<file path="src/rtl/uart_rx.sv">
// ============================================================================
// uart_rx
// ----------------------------------------------------------------------------
// Oversampling serial receiver. It recovers start / data / parity / stop
// framing from rx_in and presents each received word in parallel, with a
// one-cycle data_valid pulse.
//
// Frame on the line: start(0), WIDTH data bits MSB first, even parity bit
// (only when UART_RX_PARITY_EN is defined), stop(1).
//
// Build option:
//   UART_RX_PARITY_EN  defined   : PARITY state present, frame is WIDTH+3 bits
//                      undefined : no parity bit on the line, frame is WIDTH+2
//                                  bits, parity_err is tied to 0
//
// Parameters:
//   WIDTH       data bits per frame
//   OVERSAMPLE  clk_baud ticks per bit period (even, >= 4)
//
// Ports:
//   clk_baud    in   clock for all state, OVERSAMPLE x bit rate
//   rst         in   asynchronous reset, ACTIVE-LOW
//   rx_in       in   serial line, idles high, asynchronous to clk_baud
//   data_out    out  last received word, held until the next frame completes
//   data_valid  out  one-cycle pulse: data_out / parity_err / frame_err valid
//   parity_err  out  (^data) != received parity bit, held with data_out
//   frame_err   out  stop bit sampled 0, held with data_out
//   rx_busy     out  high whenever the FSM is not in IDLE
//   dbg_state   out  current FSM state encoding (IDLE=0, START=1, DATA=2,
//                    PARITY=3, STOP=4, WAIT_IDLE=5)
//
// Handshake: there is no back-pressure. data_valid is high for exactly one
// clk_baud cycle per completed frame; the consumer must capture data_out and
// the error flags on that cycle or later (they hold until the next frame).
// ============================================================================
module uart_rx #(
  parameter int WIDTH      = 8,
  parameter int OVERSAMPLE = 16
) (
  input  logic             clk_baud,
  input  logic             rst,
  input  logic             rx_in,
  output logic [WIDTH-1:0] data_out,
  output logic             data_valid,
  output logic             parity_err,
  output logic             frame_err,
  output logic             rx_busy,
  output logic [2:0]       dbg_state
);

  localparam int TW = (OVERSAMPLE > 1) ? $clog2(OVERSAMPLE) : 1;
  localparam int BW = (WIDTH > 1) ? $clog2(WIDTH) : 1;

  localparam logic [TW-1:0] TICK_LAST = TW'(OVERSAMPLE - 1);
  localparam logic [TW-1:0] TICK_MID  = TW'(OVERSAMPLE / 2 - 1);
  localparam logic [BW-1:0] BIT_LAST  = BW'(WIDTH - 1);

  typedef enum logic [2:0] {
    S_IDLE      = 3'd0,
    S_START     = 3'd1,
    S_DATA      = 3'd2,
`ifdef UART_RX_PARITY_EN
    S_PARITY    = 3'd3,
`endif
    S_STOP      = 3'd4,
    S_WAIT_IDLE = 3'd5
  } state_t;

  // --------------------------------------------------------------------------
  // Registers
  // --------------------------------------------------------------------------
  logic             rx_meta;
  logic             rx_s;
  state_t           state;
  logic [TW-1:0]    tick_cnt;
  logic [BW-1:0]    bit_cnt;
  logic [WIDTH-1:0] shift_q;
  logic [WIDTH-1:0] data_q;
  logic             valid_q;
  logic             ferr_q;

  // --------------------------------------------------------------------------
  // Next-state values
  // --------------------------------------------------------------------------
  state_t           state_n;
  logic [TW-1:0]    tick_n;
  logic [BW-1:0]    bit_n;
  logic [WIDTH-1:0] shift_n;
  logic [WIDTH-1:0] data_n;
  logic             valid_n;
  logic             ferr_n;

`ifdef UART_RX_PARITY_EN
  logic par_bit_q;
  logic perr_q;
  logic par_bit_n;
  logic perr_n;
`endif

  // --------------------------------------------------------------------------
  // Sequential process: synchroniser, FSM state and datapath registers.
  // The synchroniser resets to 1 so a reset never looks like a start edge.
  // --------------------------------------------------------------------------
  always_ff @(posedge clk_baud or negedge rst) begin
    if (!rst) begin
      rx_meta   <= 1'b1;
      rx_s      <= 1'b1;
      state     <= S_IDLE;
      tick_cnt  <= '0;
      bit_cnt   <= '0;
      shift_q   <= '0;
      data_q    <= '0;
      valid_q   <= 1'b0;
      ferr_q    <= 1'b0;
`ifdef UART_RX_PARITY_EN
      par_bit_q <= 1'b0;
      perr_q    <= 1'b0;
`endif
    end else begin
      rx_meta   <= rx_in;
      rx_s      <= rx_meta;
      state     <= state_n;
      tick_cnt  <= tick_n;
      bit_cnt   <= bit_n;
      shift_q   <= shift_n;
      data_q    <= data_n;
      valid_q   <= valid_n;
      ferr_q    <= ferr_n;
`ifdef UART_RX_PARITY_EN
      par_bit_q <= par_bit_n;
      perr_q    <= perr_n;
`endif
    end
  end

  // --------------------------------------------------------------------------
  // Combinational process: next state and datapath updates.
  // tick_cnt free-runs 0..OVERSAMPLE-1 inside a frame. START samples at the
  // half-bit point; from then on every sample at TICK_LAST is a full bit
  // later, i.e. in the middle of each following bit.
  // --------------------------------------------------------------------------
  always_comb begin
    state_n   = state;
    tick_n    = (tick_cnt == TICK_LAST) ? '0 : tick_cnt + TW'(1);
    bit_n     = bit_cnt;
    shift_n   = shift_q;
    data_n    = data_q;
    valid_n   = 1'b0;
    ferr_n    = ferr_q;
`ifdef UART_RX_PARITY_EN
    par_bit_n = par_bit_q;
    perr_n    = perr_q;
`endif

    case (state)
      S_IDLE: begin
        tick_n = '0;
        if (!rx_s) begin
          state_n = S_START;
        end
      end

      S_START: begin
        if (tick_cnt == TICK_MID) begin
          if (rx_s) begin
            // Line back high at mid start bit: a glitch, not a frame.
            state_n = S_IDLE;
          end else begin
            tick_n  = '0;
            bit_n   = '0;
            state_n = S_DATA;
          end
        end
      end

      S_DATA: begin
        if (tick_cnt == TICK_LAST) begin
          // Shift left, new bit enters at the LSB; the first bit ends in MSB.
          shift_n = WIDTH'({shift_q, rx_s});
          if (bit_cnt == BIT_LAST) begin
`ifdef UART_RX_PARITY_EN
            state_n = S_PARITY;
`else
            state_n = S_STOP;
`endif
          end else begin
            bit_n = bit_cnt + BW'(1);
          end
        end
      end

`ifdef UART_RX_PARITY_EN
      S_PARITY: begin
        if (tick_cnt == TICK_LAST) begin
          par_bit_n = rx_s;
          state_n   = S_STOP;
        end
      end
`endif

      S_STOP: begin
        // Leaving at mid-stop gives half a bit of slack to catch the next
        // start edge of a back-to-back frame.
        if (tick_cnt == TICK_LAST) begin
          data_n  = shift_q;
          ferr_n  = ~rx_s;
          valid_n = 1'b1;
`ifdef UART_RX_PARITY_EN
          perr_n  = (^shift_q) ^ par_bit_q;
`endif
          state_n = rx_s ? S_IDLE : S_WAIT_IDLE;
        end
      end

      S_WAIT_IDLE: begin
        // Break or framing error: wait for the line to return high before
        // looking for another start bit.
        tick_n = '0;
        if (rx_s) begin
          state_n = S_IDLE;
        end
      end

      default: begin
        state_n = S_IDLE;
        tick_n  = '0;
      end
    endcase
  end

  // --------------------------------------------------------------------------
  // Outputs
  // --------------------------------------------------------------------------
  assign data_out   = data_q;
  assign data_valid = valid_q;
  assign frame_err  = ferr_q;
  assign rx_busy    = (state != S_IDLE);
  assign dbg_state  = state;

`ifdef UART_RX_PARITY_EN
  assign parity_err = perr_q;
`else
  assign parity_err = 1'b0;
`endif

endmodule
</file>
<file path="config.mk">
export PLATFORM = sky130hd
export DESIGN_NAME = uart_rx
export DESIGN_NICKNAME = d
export VERILOG_FILES = /design/src/rtl/uart_rx.sv
export SDC_FILE = /design/constraint.sdc
export NUM_CORES = 1
export LEC_CHECK = 0
export BUFFER_PORTS_ARGS = -buffer_cell sky130_fd_sc_hd__buf_4
export CELL_PAD_IN_SITES_DETAIL_PLACEMENT = 2
export CELL_PAD_IN_SITES_GLOBAL_PLACEMENT = 2
export CORE_UTILIZATION = 38
export CTS_CLUSTER_SIZE = 25
export DETAILED_ROUTE_END_ITERATION = 12
export GPL_ROUTABILITY_DRIVEN = 0
export GPL_TIMING_DRIVEN = 0
export HOLD_SLACK_MARGIN = 0.08
export PLACE_DENSITY_LB_ADDON = 0.1
export SYNTH_ARGS = -nofsm -noshare
export SYNTH_HDL_FRONTEND = slang
export SYNTH_SLANG_ARGS = --single-unit
</file>
<file path="constraint.sdc">
create_clock -name clk_baud -period 2.1 [get_ports clk_baud]
set_clock_uncertainty 0.1 [all_clocks]
set_input_delay 0.21 -clock clk_baud [delete_from_list [all_inputs] [get_ports clk_baud]]
set_output_delay 0.21 -clock clk_baud [all_outputs]
set_load 0.02 [all_outputs]
</file>
==> flow_summary.yaml, run 1 <==
run_status:
  run_status: "completed"
timing:
  final.period_utilization_pct: 89.3
  finalHoldWorstSlack_ps: 253
  maxClockFrequency_mhz: 533
  report.final.setup_viol: 0
  tns_ps: 0
  slew_viol_final: 0
  timing.final.crit_period_ps: 1880
  report.final.hold_viol_count: 0
  rsz0062_at_grt: "false"
power_and_ir_drop:
  p_leak_nw: 0.825
  ir_worst_vdd_uv: 496
  power.density_cell_area_nw_per_um2: 827
route:
  remaining_drc_errors: 0
  firstDrtPassIters: 3
  dr_wl_cell_um: 16.2
  routed_wirelength_um: 2740
  total_via_count_in_the_routed_design: 872
  route.detailed.vias_per_inst: 5.16
  drt_first_iter_violations: 24
  drt.antenna.violating_nets: 0
global_route:
  grt_max_degree: 31
  grt.overflow.total: 0
  grt_pass1_wl_um: 4570
  grt_pass1_vias: 950
  grt_usage_pct: 17.6
  antenna_found_initial: 0
clocking:
  cts_buffers: 5
  cts_tree: "done"
  cts.sinks: 30
  worst_skew_pair.late_latency_ps: 320
  cts_post_setup_buffers_inserted: 0
  cts_htree_levels: 2
  cts.reportedPaths.clkPinSlew_ps: 100
  ctsLongestPathBuffers: 2
  cts.root.buffer_cell: "sky130_fd_sc_hd__clkbuf_4"
synth:
  synth-async-reset-ratio_pct: 100
  synth.lib_cells_used.distinct: 32
  postSynth.topFlopCell: "sky130_fd_sc_hd__dfrtp_1"
  post-synth-top-area-fraction_pct: 52.3
  synth.avg_cell_area_sq_um: 13.8
  synth-edff-count: 0
  synth.cell_area_sq_um: 1340
  synth.net_count: 103
  seq_area_frac_synth_pct: 56.2
  synth_top_area_cell: "sky130_fd_sc_hd__dfrtp_1"
  post_synth_main_area_contributors: "sky130_fd_sc_hd__dfrtp_1, sky130_fd_sc_hd__mux2_2, sky130_fd_sc_hd__dfstp_2, sky130_fd_sc_hd__ha_1, sky130_fd_sc_hd__nor3b_4"
  synthesized_flop_and_latch_total: 30
  yosys_warnings: 0
  netlist_instances: 97
floorplanning:
  fp.dieW_um: 61.4
  die-height_um: 61.4
  die_area_sq_um: 3770
  io-pin-count: 18
  core_area_sq_um: 3360
  initial_utilization_pct: 39.8
  number_of_standard_cell_rows_in_the_floorplan: 21
setup_path:
  worst-endpoint-required_ps: 2210
  crit_type: "register to register"
  timing.rr.end: "bit_cnt[0]"
  path_max_fanout: 3
  rr_worst_depth: 5
  rr_startpoint: "bit_cnt[0]"
  worstSetupStartpointType: "register"
  cp-end-kind: "register"
  reg2reg_slack_ps: 220
  worst-endpoint-arrival_ps: 1980
layout:
  drive_gt1_share_pct: 43.1
  syn2layout_area_growth_pct: 19.1
  diodes_inserted: 0
  layout.nets: 128
  layout.filler_cells: 358
min_path:
  timing.hold.worst.class: "primary input to async pin"
place:
  place.detailed.hpwl_um: 1940
  number_of_port_buffers: 16
run:
  max_cap_violations: 0
-- area by class of cell --
class | instances | area [sq um] | share of cell area (%)
clock buffer | 8 | 58.8 | 3.68
multi-input combinational | 58 | 537 | 33.6
buffer | 5 | 35.0 | 2.19
inverter | 4 | 15.0 | 0.940
timing repair buffer | 18 | 140 | 8.78
tap | 46 | 57.6 | 3.61
sequential | 30 | 753 | 47.2
-- worst max-delay path: stages (launching register included) --
cell,delay (ps)
sky130_fd_sc_hd__dfrtp_1,410
sky130_fd_sc_hd__ha_1,220
sky130_fd_sc_hd__ha_1,220
sky130_fd_sc_hd__nor4bb_1,320
sky130_fd_sc_hd__o2111ai_1,200
sky130_fd_sc_hd__mux2_2,310
-- Yosys cell counts, types with 3 or more instances --
cell type	instances
sky130_fd_sc_hd__dfrtp_1	28
sky130_fd_sc_hd__mux2_2	16
sky130_fd_sc_hd__buf_4	4
sky130_fd_sc_hd__inv_1	4
sky130_fd_sc_hd__nand2_1	4
sky130_fd_sc_hd__a21oi_1	3
sky130_fd_sc_hd__and3_1	3
sky130_fd_sc_hd__ha_1	3
-- sequential cells by signal, indices dropped and copies added (netlist names) --
| name | cells |
|---|---|
| data_valid | 1 |
| shift_q | 8 |
| data_out | 8 |
| frame_err | 1 |
| tick_cnt | 4 |
| rx_meta | 1 |
| dbg_state | 3 |
| rx_s | 1 |
| bit_cnt | 3 |
-- worst max path at each step --
stage	slack [ps]	cells after the start	endpoint	startpoint
CTS	220	5	bit_cnt[0]	bit_cnt[0]
finish	220	5	bit_cnt[0]	bit_cnt[0]
floorplan	450	5	bit_cnt[0]	bit_cnt[0]
global route	150	5	bit_cnt[0]	bit_cnt[0]
detailed placement	240	5	bit_cnt[0]	bit_cnt[0]
global placement	320	5	data_out[2]	tick_cnt[0]
-- what timing repair did --
item                       CTS  global route
hold buffers                 2             0
resized for setup            0             0
hold endpoints to repair    31             0
setup endpoints to repair    0             0
-- kinds of logic (layout without fill, tap and decap cells) --
| family | Yosys count | count (layout) | share of synthesized area (%) |
|---|---|---|---|
| compound gates | 14 | 14 | 8.59 |
| fa+ha+maj | 3 | 3 | 2.80 |
| buf+inv | 9 | 35 | 3.73 |
| flops | 30 | 30 | 56.2 |
| mux | 18 | 18 | 15.0 |
| other cells | 1 | 1 | 0.280 |
| simple gates | 22 | 22 | 13.4 |
-- cells in the final DEF (no fill, tap or decap), types with 3 or more instances in the layout --
master / instances
sky130_fd_sc_hd__clkbuf_4: 5
sky130_fd_sc_hd__buf_4: 20
sky130_fd_sc_hd__nand2_1: 4
sky130_fd_sc_hd__ha_1: 3
sky130_fd_sc_hd__mux2_2: 16
sky130_fd_sc_hd__and3_1: 3
sky130_fd_sc_hd__a21oi_1: 3
sky130_fd_sc_hd__dfrtp_1: 28
sky130_fd_sc_hd__inv_1: 4
-- metrics by stage --
stage	utilization, %	std cells	worst slack, ps	cell area (sq um)	power (mW)
final	47.5	169	224	1600	1.32
after global routing	47.5	169	145	1600	1.41
after CTS	47.5	169	221	1600	1.34
after detailed placement	45.1	159	241	1520	0.984
after global placement	45.1	159	316	1520	0.962
after floorplan	-	97	448	1340	0.886
-- power by group --
part | internal, mW | switching (mW) | total (mW) | leakage (nW)
logic | 0.144 | 0.136 | 0.280 | 0.391
clock network | 0.165 | 0.186 | 0.351 | 0.0326
registers | 0.626 | 0.0637 | 0.690 | 0.401
-- routing by layer --
layer	GRT usage (%)	part of all wire, %	up-vias
li1	-	-	400
met1	20.7	43	455
met2	30.6	53	15
met3	5.46	3.5	2
met4	5.71	0.69	0
met5	0	0	-
Power figures use the tool's default switching activity.
==> run 2, diff against run 1 <==
- PLACE_DENSITY_LB_ADDON: 0.1 -> 0.08
==> flow_summary.yaml, run 2 (same netlist as run 1, synthesis figures left out) <==
route:
  total_via_count_in_the_routed_design: 865
  route.detailed.vias_per_inst: 5.15
  drt_first_iter_violations: 24
  remaining_drc_errors: 0
  routed_wirelength_um: 2710
  drt.antenna.violating_nets: 0
  firstDrtPassIters: 4
  dr_wl_cell_um: 16.1
setup_path:
  worst-endpoint-required_ps: 2210
  critPathMaxStageDelay_ps: 420
  cp-end-kind: "register"
  slowest_library_cell_on_the_worst_path: "sky130_fd_sc_hd__dfrtp_1"
  worst-endpoint-arrival_ps: 1930
  path_max_fanout: 10
  worstSetupStartpointType: "register"
  path_cells: "ha_1 > and3_1 > buf_4 > nand2_4 > mux2_2"
  timing.critical_path.buf_inv: 1
  crit_type: "register to register"
  timing.critical_path.max_delay_family: "flip-flops"
place:
  place.detailed.hpwl_um: 1900
  number_of_port_buffers: 16
  placed_cells: 159
  area_after_dpl_sq_um: 1520
layout:
  layout_common_cells: "sky130_fd_sc_hd__dfrtp_1, sky130_fd_sc_hd__buf_4, sky130_fd_sc_hd__mux2_2, sky130_fd_sc_hd__clkbuf_4"
  drive_gt1_share_pct: 43.4
  layout.nets: 128
  syn2layout_area_growth_pct: 18.9
  diodes_inserted: 0
  layout.cells.non_filler: 168
  fin_area_sq_um: 1590
  mostFrequentLayoutCell: "sky130_fd_sc_hd__dfrtp_1"
run_status:
  run_status: "completed"
power_and_ir_drop:
  ir_worst_vdd_uv: 362
  p_leak_nw: 0.824
  power.density_cell_area_nw_per_um2: 823
global_route:
  grt.overflow.total: 0
  antenna_found_initial: 0
  grt_pass1_wl_um: 4460
  grt_pass1_vias: 918
  grt_usage_pct: 17.5
  grt_max_degree: 31
run:
  max_cap_violations: 0
clocking:
  cts_htree_levels: 2
  cts.reportedPaths.clkPinSlew_ps: 100
  cts_buffers: 5
  cts.root.buffer_cell: "sky130_fd_sc_hd__clkbuf_4"
  cts_post_setup_buffers_inserted: 0
  ctsLongestPathBuffers: 2
  worst_skew_pair.late_latency_ps: 330
  cts.sinks: 30
  cts_tree: "done"
timing:
  rsz0062_at_grt: "false"
  timing.final.crit_period_ps: 1820
  maxClockFrequency_mhz: 550
  final.period_utilization_pct: 86.6
  report.final.setup_viol: 0
  report.final.hold_viol_count: 0
  tns_ps: 0
  slew_viol_final: 0
floorplanning:
  die_area_sq_um: 3770
  number_of_standard_cell_rows_in_the_floorplan: 21
  fp.dieW_um: 61.4
  core_area_sq_um: 3360
  initial_utilization_pct: 39.8
  io-pin-count: 18
  die-height_um: 61.4
min_path:
  timing.hold.worst.class: "primary input to async pin"
## run 2: cell count changes in the layout (fill, tap and decap cells not counted)
cell	before	now
sky130_fd_sc_hd__clkbuf_1	2	1
## run 2: per-layer routing
layer / global-route usage (%) / vias up / wire length (um)
met2: 30.0 / 18 / 1410
met3: 5.88 / 8 / 97
met5: 0 / - / 0
met1: 19.0 / 443 / 1120
li1: - / 396 / -
met4: 9.84 / 0 / 87
## run 2: worst reg2reg max path, delay by kind of cell (launching register included)
family | cells | cell delay (ps)
muxes | 1 | 350
and+or+nand+nor | 2 | 380
adders and majority gates | 1 | 300
DFF | 1 | 420
buffers and inverters | 1 | 160
## run 2: cell type report
cell class	count	area, sq um
timing repair buffer	18	140
tap	46	57.6
fill	360	1770
sequential	30	753
multi-input combinational	58	537
buffer	5	35.0
clock buffer	7	55.1
inverter	4	15.0
## run 2: path summary, 6_finish.rpt
kind,cells past startpoint,slack [ps],startpoint,end
min reg2reg,0,260,rx_meta,rx_s
min,2,250,rst,dbg_state[0]
max reg2reg,5,280,tick_cnt[0],data_out[2]
max in group asynchronous,2,1320,rst,rx_meta
min in group clk_baud,0,260,rx_meta,rx_s
max,5,280,tick_cnt[0],data_out[2]
## run 2: timing repair
action	4_1_cts	5_1_grt
gates resized for setup	0	0
endpoints found under the hold margin	31	0
hold buffers	2	0
## run 2: through the flow
step	setup slack (ps)	utilization, %	power (mW)	hold slack [ps]
floorplan	448	-	0.886	-186
global placement	314	45.1	0.964	61.8
detailed placement	276	45.1	0.975	62.6
CTS	252	47.4	1.34	247
global route	142	47.4	1.40	255
finish	281	47.4	1.31	247
## run 2: report_power, final
group          total, mW  internal [mW]  switching, mW
clock              0.348          0.158          0.190
combinational      0.274          0.143          0.131
sequential         0.688          0.626         0.0620
total               1.31          0.928          0.383
==> run 3, diff against run 2 <==
- CORE_MARGIN: unset -> 2
==> flow_summary.yaml, run 3 (same netlist as run 1, synthesis figures left out) <==
layout:
  layout.cells.non_filler: 169
  diodes_inserted: 0
  layout_common_cells: "sky130_fd_sc_hd__dfrtp_1, sky130_fd_sc_hd__buf_4, sky130_fd_sc_hd__mux2_2, sky130_fd_sc_hd__clkbuf_4"
  drive_gt1_share_pct: 44.7
  mostFrequentLayoutCell: "sky130_fd_sc_hd__dfrtp_1"
  layout.nets: 128
  syn2layout_area_growth_pct: 23.1
timing:
  maxClockFrequency_mhz: 535
  rsz0062_at_grt: "false"
  final.period_utilization_pct: 89.0
  finalWorstSetupSlack_ps: 231
  timing.final.crit_period_ps: 1870
  tns_ps: 0
  report.final.hold_viol_count: 0
  report.final.setup_viol: 0
  slew_viol_final: 0
setup_path:
  rr_worst_depth: 5
  path_max_fanout: 3
  crit_type: "register to register"
  worstSetupStartpointType: "register"
  worst-endpoint-required_ps: 2220
  rr_startpoint: "bit_cnt[0]"
  worst-endpoint-arrival_ps: 1990
  cp-end-kind: "register"
  timing.rr.end: "bit_cnt[0]"
  reg2reg_slack_ps: 230
route:
  route.detailed.vias_per_inst: 5.15
  drt.antenna.violating_nets: 0
  drt_first_iter_violations: 31
  remaining_drc_errors: 0
  firstDrtPassIters: 4
  routed_wirelength_um: 2910
  dr_wl_cell_um: 17.2
  total_via_count_in_the_routed_design: 871
floorplanning:
  io-pin-count: 18
  core_area_sq_um: 3360
  die-height_um: 63.4
  fp.dieW_um: 63.4
  die_area_sq_um: 4020
  initial_utilization_pct: 39.8
  number_of_standard_cell_rows_in_the_floorplan: 21
power_and_ir_drop:
  internal_power_mw: 1.17
  net-switching-power_uw: 414
  p_leak_nw: 0.851
  combPwrFrac_pct: 17.9
  share_clk_of_total_power_pct: 38.8
  ir_worst_vdd_uv: 396
  switching_share_pct: 26.1
  power.density_cell_area_nw_per_um2: 963
  power.share.sequential_pct: 43.2
place:
  post-place-ws_ps: 253
  placed_cells: 159
  number_of_port_buffers: 16
  place.detailed.hpwl_um: 1920
clocking:
  cts.repair.resized: 0
  cts.sinks: 30
  cts.root.buffer_cell: "sky130_fd_sc_hd__clkbuf_4"
  cts_htree_levels: 2
  cts.reportedPaths.clkPinSlew_ps: 110
  worst_skew_pair.late_latency_ps: 340
  ctsLongestPathBuffers: 2
  cts_tree: "done"
  cts_buffers: 5
global_route:
  antenna_found_initial: 0
  grt.overflow.total: 0
  grt_pass1_wl_um: 5090
  grt_usage_pct: 16.7
  grt_max_degree: 31
  grt_pass1_vias: 1017
min_path:
  timing.hold.worst.class: "primary input to async pin"
run_status:
  run_status: "completed"
run:
  max_cap_violations: 0
## run 3: cell count changes in the layout (fill, tap and decap cells not counted)
cell | before | now
sky130_fd_sc_hd__bufinv_16 | 0 | 2
sky130_fd_sc_hd__clkbuf_1 | 1 | 0
## run 3: how the worst max path moves through the flow
stage | cells past startpoint | from | endpoint
3_3_place_gp | 5 | tick_cnt[0] | data_out[2]
4_1_cts | 5 | bit_cnt[0] | bit_cnt[0]
3_5_place_dp | 5 | bit_cnt[0] | bit_cnt[0]
5_1_grt | 5 | bit_cnt[0] | bit_cnt[0]
2_1_floorplan | 5 | bit_cnt[0] | bit_cnt[0]
6_report | 5 | bit_cnt[0] | bit_cnt[0]
## run 3: power by group through the flow
stage,clock network (mW),logic (mW),registers (mW)
after floorplan,0,0.197,0.689
after global placement,0,0.265,0.693
after detailed placement,0,0.276,0.696
after CTS,0.629,0.290,0.686
after global routing,0.650,0.318,0.697
final,0.617,0.284,0.686
## run 3: worst max-delay path: stages (launching register included)
cell	delay [ps]
sky130_fd_sc_hd__dfrtp_1	400
sky130_fd_sc_hd__ha_1	200
sky130_fd_sc_hd__ha_1	220
sky130_fd_sc_hd__nor4bb_1	300
sky130_fd_sc_hd__o2111ai_1	220
sky130_fd_sc_hd__mux2_2	320
## run 3: layer usage
layer  wire (um)  global-route usage [%]
met1        1180                    19.1
met2        1580                    29.1
met3          88                    4.46
met4          54                    7.61
met5           0                       0
## run 3: final cells by class
class                           instances  area, sq um
Clock inverter                          2         60.1
Timing Repair Buffer                   18          140
Fill cell                             358         1710
Multi-Input combinational cell         58          537
Buffer                                  5         35.0
Clock buffer                            6         51.3
Tap cell                               46         57.6
Inverter                                4         15.0
Sequential cell                        30          753
## run 3: repair_timing
action	in CTS	in global routing
buffers inserted	0	0
endpoints found under the setup margin	0	0
hold buffers	2	0
hold endpoints to repair	31	0
## run 3: stage by stage
stage / cell area, sq um / power (mW) / utilization, % / hold slack (ps)
2_1_floorplan: 1340 / 0.886 / - / -186
6_report: 1650 / 1.59 / 49.0 / 226
3_3_place_gp: 1520 / 0.957 / 45.1 / 62.6
3_5_place_dp: 1520 / 0.972 / 45.1 / 62.1
4_1_cts: 1650 / 1.61 / 49.0 / 236
5_1_grt: 1650 / 1.66 / 49.0 / 252
